### src/rtl/camera_trigger_sequencer_if.sv
// rtl/camera_trigger_sequencer_if.sv - Avalon-MM register bus bundle for the camera trigger sequencer
interface camera_trigger_sequencer_if;
  logic [1:0]  avs_address;
  logic        avs_write;
  logic [31:0] avs_writedata;
  logic        avs_read;
  logic [31:0] avs_readdata;

  modport master (
    output avs_address,
    output avs_write,
    output avs_writedata,
    output avs_read,
    input  avs_readdata
  );

  modport slave (
    input  avs_address,
    input  avs_write,
    input  avs_writedata,
    input  avs_read,
    output avs_readdata
  );
endinterface

### src/rtl/camera_trigger_sequencer.sv
// rtl/camera_trigger_sequencer.sv - Avalon-MM camera trigger and frame burst sequencer
module camera_trigger_sequencer #(
  parameter int unsigned TIMEOUT_CYC = 50_000_000
) (
  input  logic                      clk,
  input  logic                      reset_n,
  camera_trigger_sequencer_if.slave avs,
  input  logic                      cam_framevalid,
  input  logic                      cam_linevalid,
  output logic                      cam_trigger,
  output logic                      busy,
  output logic                      irq
);
  // Last value of the timeout counter before the burst is abandoned.
  localparam logic [31:0] TIMEOUT_LAST = (TIMEOUT_CYC > 1) ? 32'(TIMEOUT_CYC - 1) : 32'd0;

  typedef enum logic [2:0] {
    S_IDLE,
    S_TRIG,
    S_WAIT_FV,
    S_FRAME,
    S_GAP,
    S_DONE
  } state_t;

  state_t state, state_nxt;

  // Software-visible configuration and the copies used by a running burst.
  logic [15:0] num_frames, trig_width;
  logic [31:0] gap;
  logic [15:0] sh_num, sh_width;
  logic [31:0] sh_gap;

  logic [15:0] width_cnt;
  logic [31:0] timeout_cnt, gap_cnt;
  logic [15:0] frames_done, lines_cnt, lines_last;
  logic        done, error;
  logic        fv_d, lv_d;

  logic        wr_ctrl, start_req, abort_req, clear_req;
  logic        fv_rise, fv_fall, lv_rise;
  logic [15:0] frames_inc;
  logic        do_start, frame_end, set_done, set_error;
  logic        enter_trig, enter_wait, enter_gap;

  assign wr_ctrl    = avs.avs_write && (avs.avs_address == 2'd0);
  assign abort_req  = wr_ctrl && avs.avs_writedata[1];
  assign start_req  = wr_ctrl && avs.avs_writedata[0] && !avs.avs_writedata[1];
  assign clear_req  = wr_ctrl && avs.avs_writedata[3];

  assign fv_rise    = cam_framevalid & ~fv_d;
  assign fv_fall    = ~cam_framevalid & fv_d;
  assign lv_rise    = cam_linevalid & ~lv_d;
  assign frames_inc = frames_done + 16'd1;

  // State register.
  always_ff @(posedge clk) begin
    if (!reset_n) state <= S_IDLE;
    else          state <= state_nxt;
  end

  // Next-state selection, status set events and the pin-level outputs.
  always_comb begin
    state_nxt   = state;
    do_start    = 1'b0;
    frame_end   = 1'b0;
    set_done    = 1'b0;
    set_error   = 1'b0;
    cam_trigger = (state == S_TRIG);
    busy        = (state != S_IDLE);
    irq         = done | error;
    case (state)
      S_IDLE: begin
        if (start_req) begin
          do_start  = 1'b1;
          state_nxt = S_TRIG;
        end
      end
      S_TRIG: begin
        if (width_cnt == sh_width) state_nxt = S_WAIT_FV;
      end
      S_WAIT_FV: begin
        if (fv_rise) begin
          state_nxt = S_FRAME;
        end else if (timeout_cnt == TIMEOUT_LAST) begin
          set_error = 1'b1;
          state_nxt = S_IDLE;
        end
      end
      S_FRAME: begin
        if (fv_fall) begin
          frame_end = 1'b1;
          if (frames_inc == sh_num)  state_nxt = S_DONE;
          else if (sh_gap == 32'd0)  state_nxt = S_TRIG;
          else                       state_nxt = S_GAP;
        end
      end
      S_GAP: begin
        if (gap_cnt == sh_gap) state_nxt = S_TRIG;
      end
      S_DONE: begin
        set_done  = 1'b1;
        state_nxt = S_IDLE;
      end
      default: state_nxt = S_IDLE;
    endcase
    // Abort leaves every flag and count untouched and simply returns to idle.
    if (abort_req && state != S_IDLE) begin
      state_nxt = S_IDLE;
      frame_end = 1'b0;
      set_done  = 1'b0;
      set_error = 1'b0;
    end
  end

  assign enter_trig = (state_nxt == S_TRIG)    && (state != S_TRIG);
  assign enter_wait = (state_nxt == S_WAIT_FV) && (state != S_WAIT_FV);
  assign enter_gap  = (state_nxt == S_GAP)     && (state != S_GAP);

  // Delayed copies of the camera strobes for edge detection.
  always_ff @(posedge clk) begin
    if (!reset_n) begin
      fv_d <= 1'b0;
      lv_d <= 1'b0;
    end else begin
      fv_d <= cam_framevalid;
      lv_d <= cam_linevalid;
    end
  end

  // Readable configuration registers; writable at any time.
  always_ff @(posedge clk) begin
    if (!reset_n) begin
      num_frames <= 16'd0;
      trig_width <= 16'd0;
      gap        <= 32'd0;
    end else if (avs.avs_write) begin
      case (avs.avs_address)
        2'd1:    num_frames <= avs.avs_writedata[15:0];
        2'd2:    trig_width <= avs.avs_writedata[15:0];
        2'd3:    gap        <= avs.avs_writedata;
        default: ;
      endcase
    end
  end

  // Burst shadows (zero counts promoted to one) and the width/timeout/gap timers.
  always_ff @(posedge clk) begin
    if (!reset_n) begin
      sh_num      <= 16'd0;
      sh_width    <= 16'd0;
      sh_gap      <= 32'd0;
      width_cnt   <= 16'd0;
      timeout_cnt <= 32'd0;
      gap_cnt     <= 32'd0;
    end else begin
      if (do_start) begin
        sh_num   <= (num_frames == 16'd0) ? 16'd1 : num_frames;
        sh_width <= (trig_width == 16'd0) ? 16'd1 : trig_width;
        sh_gap   <= gap;
      end
      if (enter_trig)             width_cnt <= 16'd1;
      else if (state == S_TRIG)   width_cnt <= width_cnt + 16'd1;
      if (enter_wait)             timeout_cnt <= 32'd0;
      else if (state == S_WAIT_FV) timeout_cnt <= timeout_cnt + 32'd1;
      if (enter_gap)              gap_cnt <= 32'd1;
      else if (state == S_GAP)    gap_cnt <= gap_cnt + 32'd1;
    end
  end

  // Frame/line bookkeeping and sticky completion flags; a hardware set beats a clear.
  always_ff @(posedge clk) begin
    if (!reset_n) begin
      frames_done <= 16'd0;
      lines_cnt   <= 16'd0;
      lines_last  <= 16'd0;
      done        <= 1'b0;
      error       <= 1'b0;
    end else begin
      if (do_start) begin
        frames_done <= 16'd0;
        done        <= 1'b0;
        error       <= 1'b0;
      end else begin
        if (frame_end) begin
          frames_done <= frames_inc;
          lines_last  <= lines_cnt;
        end
        if (set_done)       done <= 1'b1;
        else if (clear_req) done <= 1'b0;
        if (set_error)      error <= 1'b1;
        else if (clear_req) error <= 1'b0;
      end
      if (state == S_WAIT_FV && fv_rise)
        lines_cnt <= 16'd0;
      else if (state == S_FRAME && lv_rise && cam_framevalid && lines_cnt != 16'hFFFF)
        lines_cnt <= lines_cnt + 16'd1;
    end
  end

  // Registered read data, presented the cycle after the read strobe.
  always_ff @(posedge clk) begin
    if (!reset_n) begin
      avs.avs_readdata <= 32'd0;
    end else if (avs.avs_read) begin
      case (avs.avs_address)
        2'd0:    avs.avs_readdata <= {frames_done, 13'd0, error, done, busy};
        2'd1:    avs.avs_readdata <= {lines_last, num_frames};
        2'd2:    avs.avs_readdata <= {16'd0, trig_width};
        default: avs.avs_readdata <= gap;
      endcase
    end
  end
endmodule

### src/flat_wrapper.sv
// flat-port wrapper written by rule: the top's interface ports become plain ports
module camera_trigger_sequencer_flat 
#(
  parameter int unsigned TIMEOUT_CYC = 50_000_000
)
  (clk, reset_n, cam_framevalid, cam_linevalid, cam_trigger, busy, irq, avs_avs_address, avs_avs_write, avs_avs_writedata, avs_avs_read, avs_avs_readdata);
  camera_trigger_sequencer_if avs_i ();
  input  logic clk;
  input  logic reset_n;
  input  logic cam_framevalid;
  input  logic cam_linevalid;
  output logic cam_trigger;
  output logic busy;
  output logic irq;
  input wire logic [$bits(avs_i.avs_address)-1:0] avs_avs_address;
  input wire logic [$bits(avs_i.avs_write)-1:0] avs_avs_write;
  input wire logic [$bits(avs_i.avs_writedata)-1:0] avs_avs_writedata;
  input wire logic [$bits(avs_i.avs_read)-1:0] avs_avs_read;
  output wire logic [$bits(avs_i.avs_readdata)-1:0] avs_avs_readdata;
  assign avs_i.avs_address = avs_avs_address;
  assign avs_i.avs_write = avs_avs_write;
  assign avs_i.avs_writedata = avs_avs_writedata;
  assign avs_i.avs_read = avs_avs_read;
  assign avs_avs_readdata = avs_i.avs_readdata;
  camera_trigger_sequencer #(.TIMEOUT_CYC(TIMEOUT_CYC)) u_core (.clk(clk), .reset_n(reset_n), .avs(avs_i), .cam_framevalid(cam_framevalid), .cam_linevalid(cam_linevalid), .cam_trigger(cam_trigger), .busy(busy), .irq(irq));
endmodule
### config.mk
export PLATFORM = sky130hd
export DESIGN_NAME = camera_trigger_sequencer_flat
export DESIGN_NICKNAME = d
export VERILOG_FILES = /design/src/rtl/camera_trigger_sequencer_if.sv /design/src/rtl/camera_trigger_sequencer.sv /design/src/flat_wrapper.sv
export SDC_FILE = /design/constraint.sdc
export NUM_CORES = 1
export LEC_CHECK = 0
export ABC_AREA = 0
export CAP_MARGIN = 20
export CORE_UTILIZATION = 35
export CTS_CLUSTER_SIZE = 12
export DETAILED_ROUTE_END_ITERATION = 6
export PLACE_DENSITY_LB_ADDON = 0.2
export SLEW_MARGIN = 0
export SYNTH_ARGS = -nofsm -noshare
export SYNTH_HDL_FRONTEND = slang
export SYNTH_SLANG_ARGS = --single-unit
### constraint.sdc
create_clock -name clk -period 3.5 [get_ports clk]
set_input_delay 0.7 -clock clk [delete_from_list [all_inputs] [get_ports clk]]
set_output_delay 0.7 -clock clk [all_outputs]
set_load 0.02 [all_outputs]
==> results of run 1 <==
state kept, by name, summed over array words and instances, names as in the netlist, 16 cells and up:
signal / flops
u_core.num_frames: 16
u_core.width_cnt: 16
u_core.gap_cnt: 32
u_core.gap: 32
u_core.frames_done: 16
u_core.lines_last: 16
u_core.sh_gap: 32
u_core.timeout_cnt: 32
u_core.trig_width: 16
u_core.avs.avs_readdata: 32
u_core.sh_num: 16
u_core.lines_cnt: 16
u_core.sh_width: 16
power by group:
part / internal (uW) / leakage, uW / switching (uW)
sequential: 3400 / 0.00239 / 45.9
combinational: 155 / 0.00242 / 239
clock: 2150 / 0.000561 / 1390
total: 5710 / 0.00537 / 1670
layout make-up:
class                      count  area (sq um)
tap                          468         585.6
sequential                   295          5906
inverter                      13         51.30
timing repair buffer         108          1031
clock buffer                  50          1055
multi-input combinational   1158          6765
fill                        3671         21150
clock inverter                 8         65.06
worst paths after layout:
path / startpoint / end / slack (ns) / cells after the start
worst max-delay path: u_core.frames_done[1]$_SDFFE_PP0P_ / u_core.width_cnt[5]$_SDFFE_PP0P_ / 0.48 / 10
worst min-delay path: u_core.lines_last[4]$_SDFFE_PN0P_ / u_core.lines_last[4]$_SDFFE_PN0P_ / 0.46 / 2
worst min register to register: u_core.lines_last[4]$_SDFFE_PN0P_ / u_core.lines_last[4]$_SDFFE_PN0P_ / 0.46 / 2
worst max register to register: u_core.frames_done[1]$_SDFFE_PP0P_ / u_core.width_cnt[5]$_SDFFE_PP0P_ / 0.48 / 10
metrics by stage:
| stage | hold slack [ns] | setup slack, ns |
|---|---|---|
| floorplan | 0.4360 | 0.5858 |
| global placement | 0.4449 | 0.5080 |
| detailed placement | 0.4489 | 0.4629 |
| CTS | 0.4567 | 0.4978 |
| global route | 0.4787 | 0.3446 |
| finish | 0.4564 | 0.4751 |
critical path, delay by kind of cell (launching register included):
kind / cells / cell delay, ns
AOI/OAI and AO/OA: 5 / 0.76
DFF: 1 / 0.42
buffers and inverters: 1 / 0.18
and+or+nand+nor: 3 / 1.24
adders and majority gates: 1 / 0.28
metal layers:
| layer | wire length, um | part of all wire | track usage | vias to the layer above |
|---|---|---|---|---|
| met2 | 16350 | 0.44 | 0.2972 | 232 |
| met3 | 1583 | 0.043 | 0.02401 | 53 |
| li1 | - | - | - | 5475 |
| met5 | 0 | 0 | 0 | - |
| met4 | 821 | 0.022 | 0.05366 | 0 |
| met1 | 18330 | 0.49 | 0.2789 | 5251 |
cell usage in the layout (no fill, tap or decap), drive strengths merged, types with 14 or more instances in the layout:
| master | Yosys | routed |
|---|---|---|
| nand2 | 306 | 306 |
| dfxtp | 295 | 295 |
| nor2 | 172 | 172 |
| a21oi | 151 | 151 |
| xor2 | 82 | 82 |
| xnor2 | 78 | 78 |
| clkdlybuf4s50 | 0 | 72 |
| clkbuf | 84 | 50 |
| nand4 | 49 | 49 |
| a211oi | 48 | 48 |
| buf | 8 | 36 |
| nand3 | 31 | 31 |
| nor4 | 26 | 26 |
| mux2i | 25 | 25 |
| a22o | 25 | 25 |
| and3 | 22 | 22 |
| o21ai | 16 | 16 |
| mux2 | 14 | 14 |
synthesized netlist by cell type (all sizes together) (3+ instances only):
cell type,count
nor3b,3
a21oi,151
xnor2,78
nor3,12
xor2,82
and3,22
nor4,26
nand3,31
dfxtp,295
a22o,25
and2,10
and3b,5
a22oi,13
o211ai,3
clkbuf,84
nand3b,3
buf,8
mux4,3
a211oi,48
ha,5
and4,10
nor4b,4
or3,12
nand4,49
o21ai,16
nand2,306
mux2i,25
nand4b,3
nor2b,3
nor2,172
inv,11
mux2,14
cell families after synthesis:
kind of cell | synth area share
adders and majority gates | 0.005560
and+or+nand+nor | 0.2384
AOI/OAI and AO/OA | 0.1280
xor gates and xnor gates | 0.1074
DFF | 0.4525
buffers and inverters | 0.03173
muxes | 0.03643
==> out/qor.tcl, run 1 <==
set qor(outcome) {complete, no violations}
set qor(ys_async_sr_fraction) 0
set qor(power_per_cell_area_nw_per_um2) 477.7
set qor(path_max_fanout) 16
set qor(post_cts_resized) 0
set qor(initial_core_util) 0.3565
set qor(routed-via-count) 11010
set qor(place.detailed.instances) 2041
set qor(grt_pass1_vias) 10180
set qor(track_usage) 0.1921
set qor(pin_count) 75
set qor(place_hpwl_um) 26500
set qor(portBuffers) 74
set qor(die_width_um) 195.1
set qor(first_pass_iters) 5
set qor(netlist_top_cells_area) {sky130_fd_sc_hd__dfxtp_1 (45%), sky130_fd_sc_hd__nand2_1 (8.8%), sky130_fd_sc_hd__a21oi_1 (5.8%), sky130_fd_sc_hd__xor2_1 (5.5%), sky130_fd_sc_hd__xnor2_1 (5.2%)}
set qor(max_freq_mhz) 330.6
set qor(cts_hold_buf) 0
set qor(drc) 0
set qor(transition_time_at_the_pin_with_the_least_slew_margin_ns) 0.7491
set qor(worst_ir_drop_vdd_uv) 340.3
set qor(period_needed_ns) 3.025
set qor(critical_path.slowest_cell) {sky130_fd_sc_hd__or4_4}
set qor(clock_tree_from_tritoncts) {built}
set qor(synth_nets) 1603
set qor(report.power.total_uw) 7385
set qor(critPathRequiredTime_ns) 3.88
set qor(area.growth.synth_to_final_pct) 18.45
set qor(area_of_the_mapped_netlist_sq_um) 13050
set qor(ys_seq_area_frac) 0.4525
set qor(post_synth.cell_area_avg_sq_um) 8.377
set qor(cts-root-to-sink-buffers) 3
set qor(grt_start_max_net_pins) 63
set qor(fraction_of_final_layout_cells_with_drive_strength_greater_than_1) 0.07292
set qor(postRouteWirelength_um) 37080
set qor(timing.critical_path.cells) {ha_1, nand3_4, or4b_1, o211ai_1, a21oi_1, or4_4, o21a_1, a211oi_4, buf_12, a211oi_1}
set qor(synth.yosys.warnings) 0
set qor(core_area_sq_um) 36610
set qor(final_design_area_no_fill_sq_um) 15460
set qor(synth_edf_count) 0
set qor(max_slew_margin) 0.4991
set qor(clk_root_buffer_cell) {sky130_fd_sc_hd__clkbuf_16}
set qor(first_pass_grt_wire_length_um) 58290
set qor(setup.worst_path.start_class) {flop}
set qor(drt_first_iter_violations) 750
set qor(post_route_setup_tns_ns) 0
set qor(placedInstanceArea_sq_um) 14310
set qor(cts_sinks) 295
set qor(fin_cells) 2100
set qor(cts_buf_count) 34
set qor(hold_viol_final) 0
set qor(via_per_inst) 5.243
set qor(num_rows) 70
set qor(antenna_found_initial) 0
set qor(worst_setup_ep_type) {flop}
set qor(worst_clock_skew_ns) 0.01045
set qor(synth.lib_cells_used.distinct) 58
set qor(cap_viol_max_count) 0
set qor(wl_per_instance_um) 17.66
set qor(worstPathArrival_ns) 3.40
set qor(maximum_cell_stage_delay_along_the_critical_path_ns) 0.58
set qor(clkLatencyLatePin_ns) 0.50
set qor(final-max-slew-violation-count) 0
set qor(diodes) 0
set qor(global_route.overflow_total) 0
set qor(ys_seq_elements) 295
set qor(critical_path_class) {reg -> reg}
set qor(leakage_uw) 0.005371
set qor(cts_post_setup_buffers_inserted) 0
set qor(htree_num_levels) 2
set qor(dieArea_sq_um) 38070
set qor(synth_cells) 1558
set qor(fin_crit_sh) 0.8643
set qor(hp-class) {reg -> reg}
set qor(chipHeight_um) 195.1
set qor(grt_setup_unrepaired) {false}
set qor(yosys.area.top_type_share) 0.4525
set qor(place_congestion) 0.8569
set qor(route.antenna.remaining_nets) 0
set qor(finish.net_count) 1655
set qor(finalSetupViolations) 0
set qor(yosys.area.top_type) {sky130_fd_sc_hd__dfxtp_1}
set qor(layout.core_utilization) 0.4222
set qor(prevailing_post_synth_register_cell) {sky130_fd_sc_hd__dfxtp_1}
set qor(worst_setup_hold_path_clk_slew_ns) 0.06
No activity file was read; power rests on OpenSTA's default activity.
==> run 2: changes to the inputs <==
Settings changed: CORE_MARGIN set to 4, SKIP_LAST_GASP set to 1.
==> out/qor.tcl, run 2 (synthesized netlist as in run 1, its figures left out) <==
set qor(wl_per_instance_um) 17.84 ;# was 17.66 um
set qor(final-max-slew-violation-count) 0 ;# unchanged
set qor(initial_core_util) 0.3556 ;# was 0.3565
set qor(cts_hold_buf) 0 ;# unchanged
set qor(place_congestion) 0.8708 ;# was 0.8569
set qor(fin_cells) 2098 ;# was 2100
set qor(most_frequent_cells_in_the_layout) {sky130_fd_sc_hd__nand2_1 (306), sky130_fd_sc_hd__dfxtp_1 (295), sky130_fd_sc_hd__nor2_1 (172), sky130_fd_sc_hd__a21oi_1 (151), sky130_fd_sc_hd__xor2_1 (82)} ;# unchanged
set qor(drc) 0 ;# unchanged
set qor(hold_viol_final) 0 ;# unchanged
set qor(core_area_sq_um) 36700 ;# was 36610 sq um
set qor(worst_setup_hold_path_clk_slew_ns) 0.06 ;# about the same
set qor(grt_pass1_vias) 10450 ;# was 10.18k
set qor(hp-class) {reg -> reg} ;# unchanged
set qor(htree_num_levels) 2 ;# unchanged
set qor(startpoint) {u_core.state[2]$_SDFF_PN0_} ;# was u_core.frames_done[1]$_SDFFE_PP0P_
set qor(route.antenna.remaining_nets) 0 ;# unchanged
set qor(cts_buf_count) 34 ;# unchanged
set qor(postRouteWirelength_um) 37430 ;# was 37080 um
set qor(place_hpwl_um) 26750 ;# was 26500 um
set qor(place.detailed.instances) 2041 ;# unchanged
set qor(hold_path.startpoint) {u_core.lines_last[7]$_SDFFE_PN0P_} ;# was u_core.lines_last[4]$_SDFFE_PN0P_
set qor(fraction_of_final_layout_cells_with_drive_strength_greater_than_1) 0.07055 ;# was 0.07292
set qor(num_rows) 70 ;# unchanged
set qor(fin_crit_sh) 0.9114 ;# was 0.8643
set qor(hold-path-cell-count) 2 ;# unchanged
set qor(grt_start_max_net_pins) 69 ;# was 63
set qor(layout.cells.most_common) {sky130_fd_sc_hd__nand2_1} ;# unchanged
set qor(post_route_setup_tns_ns) 0 ;# unchanged
set qor(critical_path_class) {reg -> out} ;# was reg -> reg
set qor(worst_ir_drop_vdd_uv) 339.7 ;# was 340.3 uV
set qor(pin_count) 75 ;# unchanged
set qor(hold_slack_ns) 0.4573 ;# was 0.4564 ns
set qor(routed-via-count) 10990 ;# was 11.01k
set qor(finish.net_count) 1655 ;# unchanged
set qor(drt_first_iter_violations) 726 ;# was 750
set qor(dieArea_sq_um) 40440 ;# was 38070 sq um
set qor(global_route.overflow_total) 0 ;# unchanged
set qor(worst_setup_ep_type) {primary output} ;# was flop
set qor(portBuffers) 74 ;# unchanged
set qor(max_freq_mhz) 313.5 ;# was 330.6 MHz
set qor(post_cts_resized) 0 ;# unchanged
set qor(first_pass_grt_wire_length_um) 59760 ;# was 58290 um
set qor(cts_sinks) 295 ;# unchanged
set qor(track_usage) 0.1806 ;# was 0.1921
set qor(die_width_um) 201.1 ;# was 195.1 um
set qor(clock_tree_from_tritoncts) {built} ;# unchanged
set qor(worst_clock_skew_ns) 0.01851 ;# was 0.01045 ns
set qor(diodes) 0 ;# unchanged
set qor(finalSetupViolations) 0 ;# unchanged
set qor(path_max_fanout) 20 ;# was 16
set qor(power_per_cell_area_nw_per_um2) 484.7 ;# was 477.7 nW/um^2
set qor(max_slew_margin) 0.5274 ;# was 0.4991
set qor(grt_setup_unrepaired) {false} ;# unchanged
set qor(area.growth.synth_to_final_pct) 18.76 ;# was 18.45%
set qor(rr_startpoint) {u_core.frames_done[0]$_SDFFE_PP0P_} ;# was u_core.frames_done[1]$_SDFFE_PP0P_
set qor(cap_viol_max_count) 0 ;# unchanged
set qor(cts-root-to-sink-buffers) 3 ;# unchanged
set qor(leakage_uw) 0.005376 ;# was 0.005371 uW
set qor(report.power.total_uw) 7512 ;# was 7385 uW
set qor(via_per_inst) 5.239 ;# was 5.243
set qor(transition_time_at_the_pin_with_the_least_slew_margin_ns) 0.7068 ;# was 0.7491 ns
set qor(number_of_cell_instances_on_the_worst_register_to_register_path) 10 ;# unchanged
set qor(first_pass_iters) 5 ;# unchanged
set qor(worstPathArrival_ns) 2.49 ;# was 3.40 ns
set qor(antenna_found_initial) 0 ;# unchanged
set qor(setup.worst_path.start_class) {flop} ;# unchanged
set qor(cts_post_setup_buffers_inserted) 0 ;# unchanged
set qor(outcome) {complete, no violations} ;# unchanged
set qor(chipHeight_um) 201.1 ;# was 195.1 um
set qor(clkLatencyLatePin_ns) 0.51 ;# was 0.50 ns
set qor(layout.core_utilization) 0.4224 ;# was 0.4222
set qor(critPathRequiredTime_ns) 2.80 ;# was 3.88 ns
set qor(period_needed_ns) 3.190 ;# was 3.025 ns
set qor(clk_root_buffer_cell) {sky130_fd_sc_hd__clkbuf_16} ;# unchanged
[run 2: power by group]
group | switching, uW | internal [uW]
Sequential | 45.2 | 3410
Combinational | 240 | 155
Clock | 1390 | 2280
[run 2: cell type report]
class                      instances  area, sq um
fill                            3615        21200
multi-input combinational       1158         6765
sequential                       295         5906
clock buffer                      51         1049
timing repair buffer             108         1044
tap                              468        585.6
clock inverter                     5        100.1
inverter                          13        51.30
[run 2: final timing paths]
path | endpoint | slack (ns)
worst min register to register | u_core.lines_last[7]$_SDFFE_PN0P_ | 0.46
worst max-delay path | cam_trigger | 0.31
worst max register to register | u_core.width_cnt[13]$_SDFFE_PP0P_ | 0.37
worst min-delay path | u_core.lines_last[7]$_SDFFE_PN0P_ | 0.46
[run 2: through the flow]
step | setup WS (ns) | instance area [sq um]
after CTS | 0.2633 | 15470
after global placement | 0.4709 | 14320
after detailed placement | 0.3903 | 14320
after floorplan | 0.5858 | 13050
final | 0.3101 | 15500
after global routing | 0.1393 | 15500
[run 2: layer usage]
| layer | wire length [um] | part of all wire | GRT usage | vias to the layer above |
|---|---|---|---|---|
| li1 | - | - | - | 5479 |
| met1 | 18070 | 0.48 | 0.2652 | 5211 |
| met2 | 16690 | 0.45 | 0.2781 | 238 |
| met3 | 1806 | 0.048 | 0.02772 | 63 |
| met4 | 869 | 0.023 | 0.04671 | 0 |
| met5 | 0 | 0 | 0 | - |
[run 2: critical path: stages (launching register included)]
cell                              delay, ns
sky130_fd_sc_hd__dfxtp_1               0.45
sky130_fd_sc_hd__inv_1                 0.14
sky130_fd_sc_hd__nand3_1               0.09
sky130_fd_sc_hd__buf_4                 0.28
sky130_fd_sc_hd__clkinv_1              0.37
sky130_fd_sc_hd__clkdlybuf4s50_1       0.65
==> run 3: changes to the inputs <==
Settings changed: HOLD_SLACK_MARGIN set to 0.02, SKIP_CTS_REPAIR_TIMING set to 1.
==> results of run 3 <==
Final layout, timing and power as in run 2 (identical DEF).
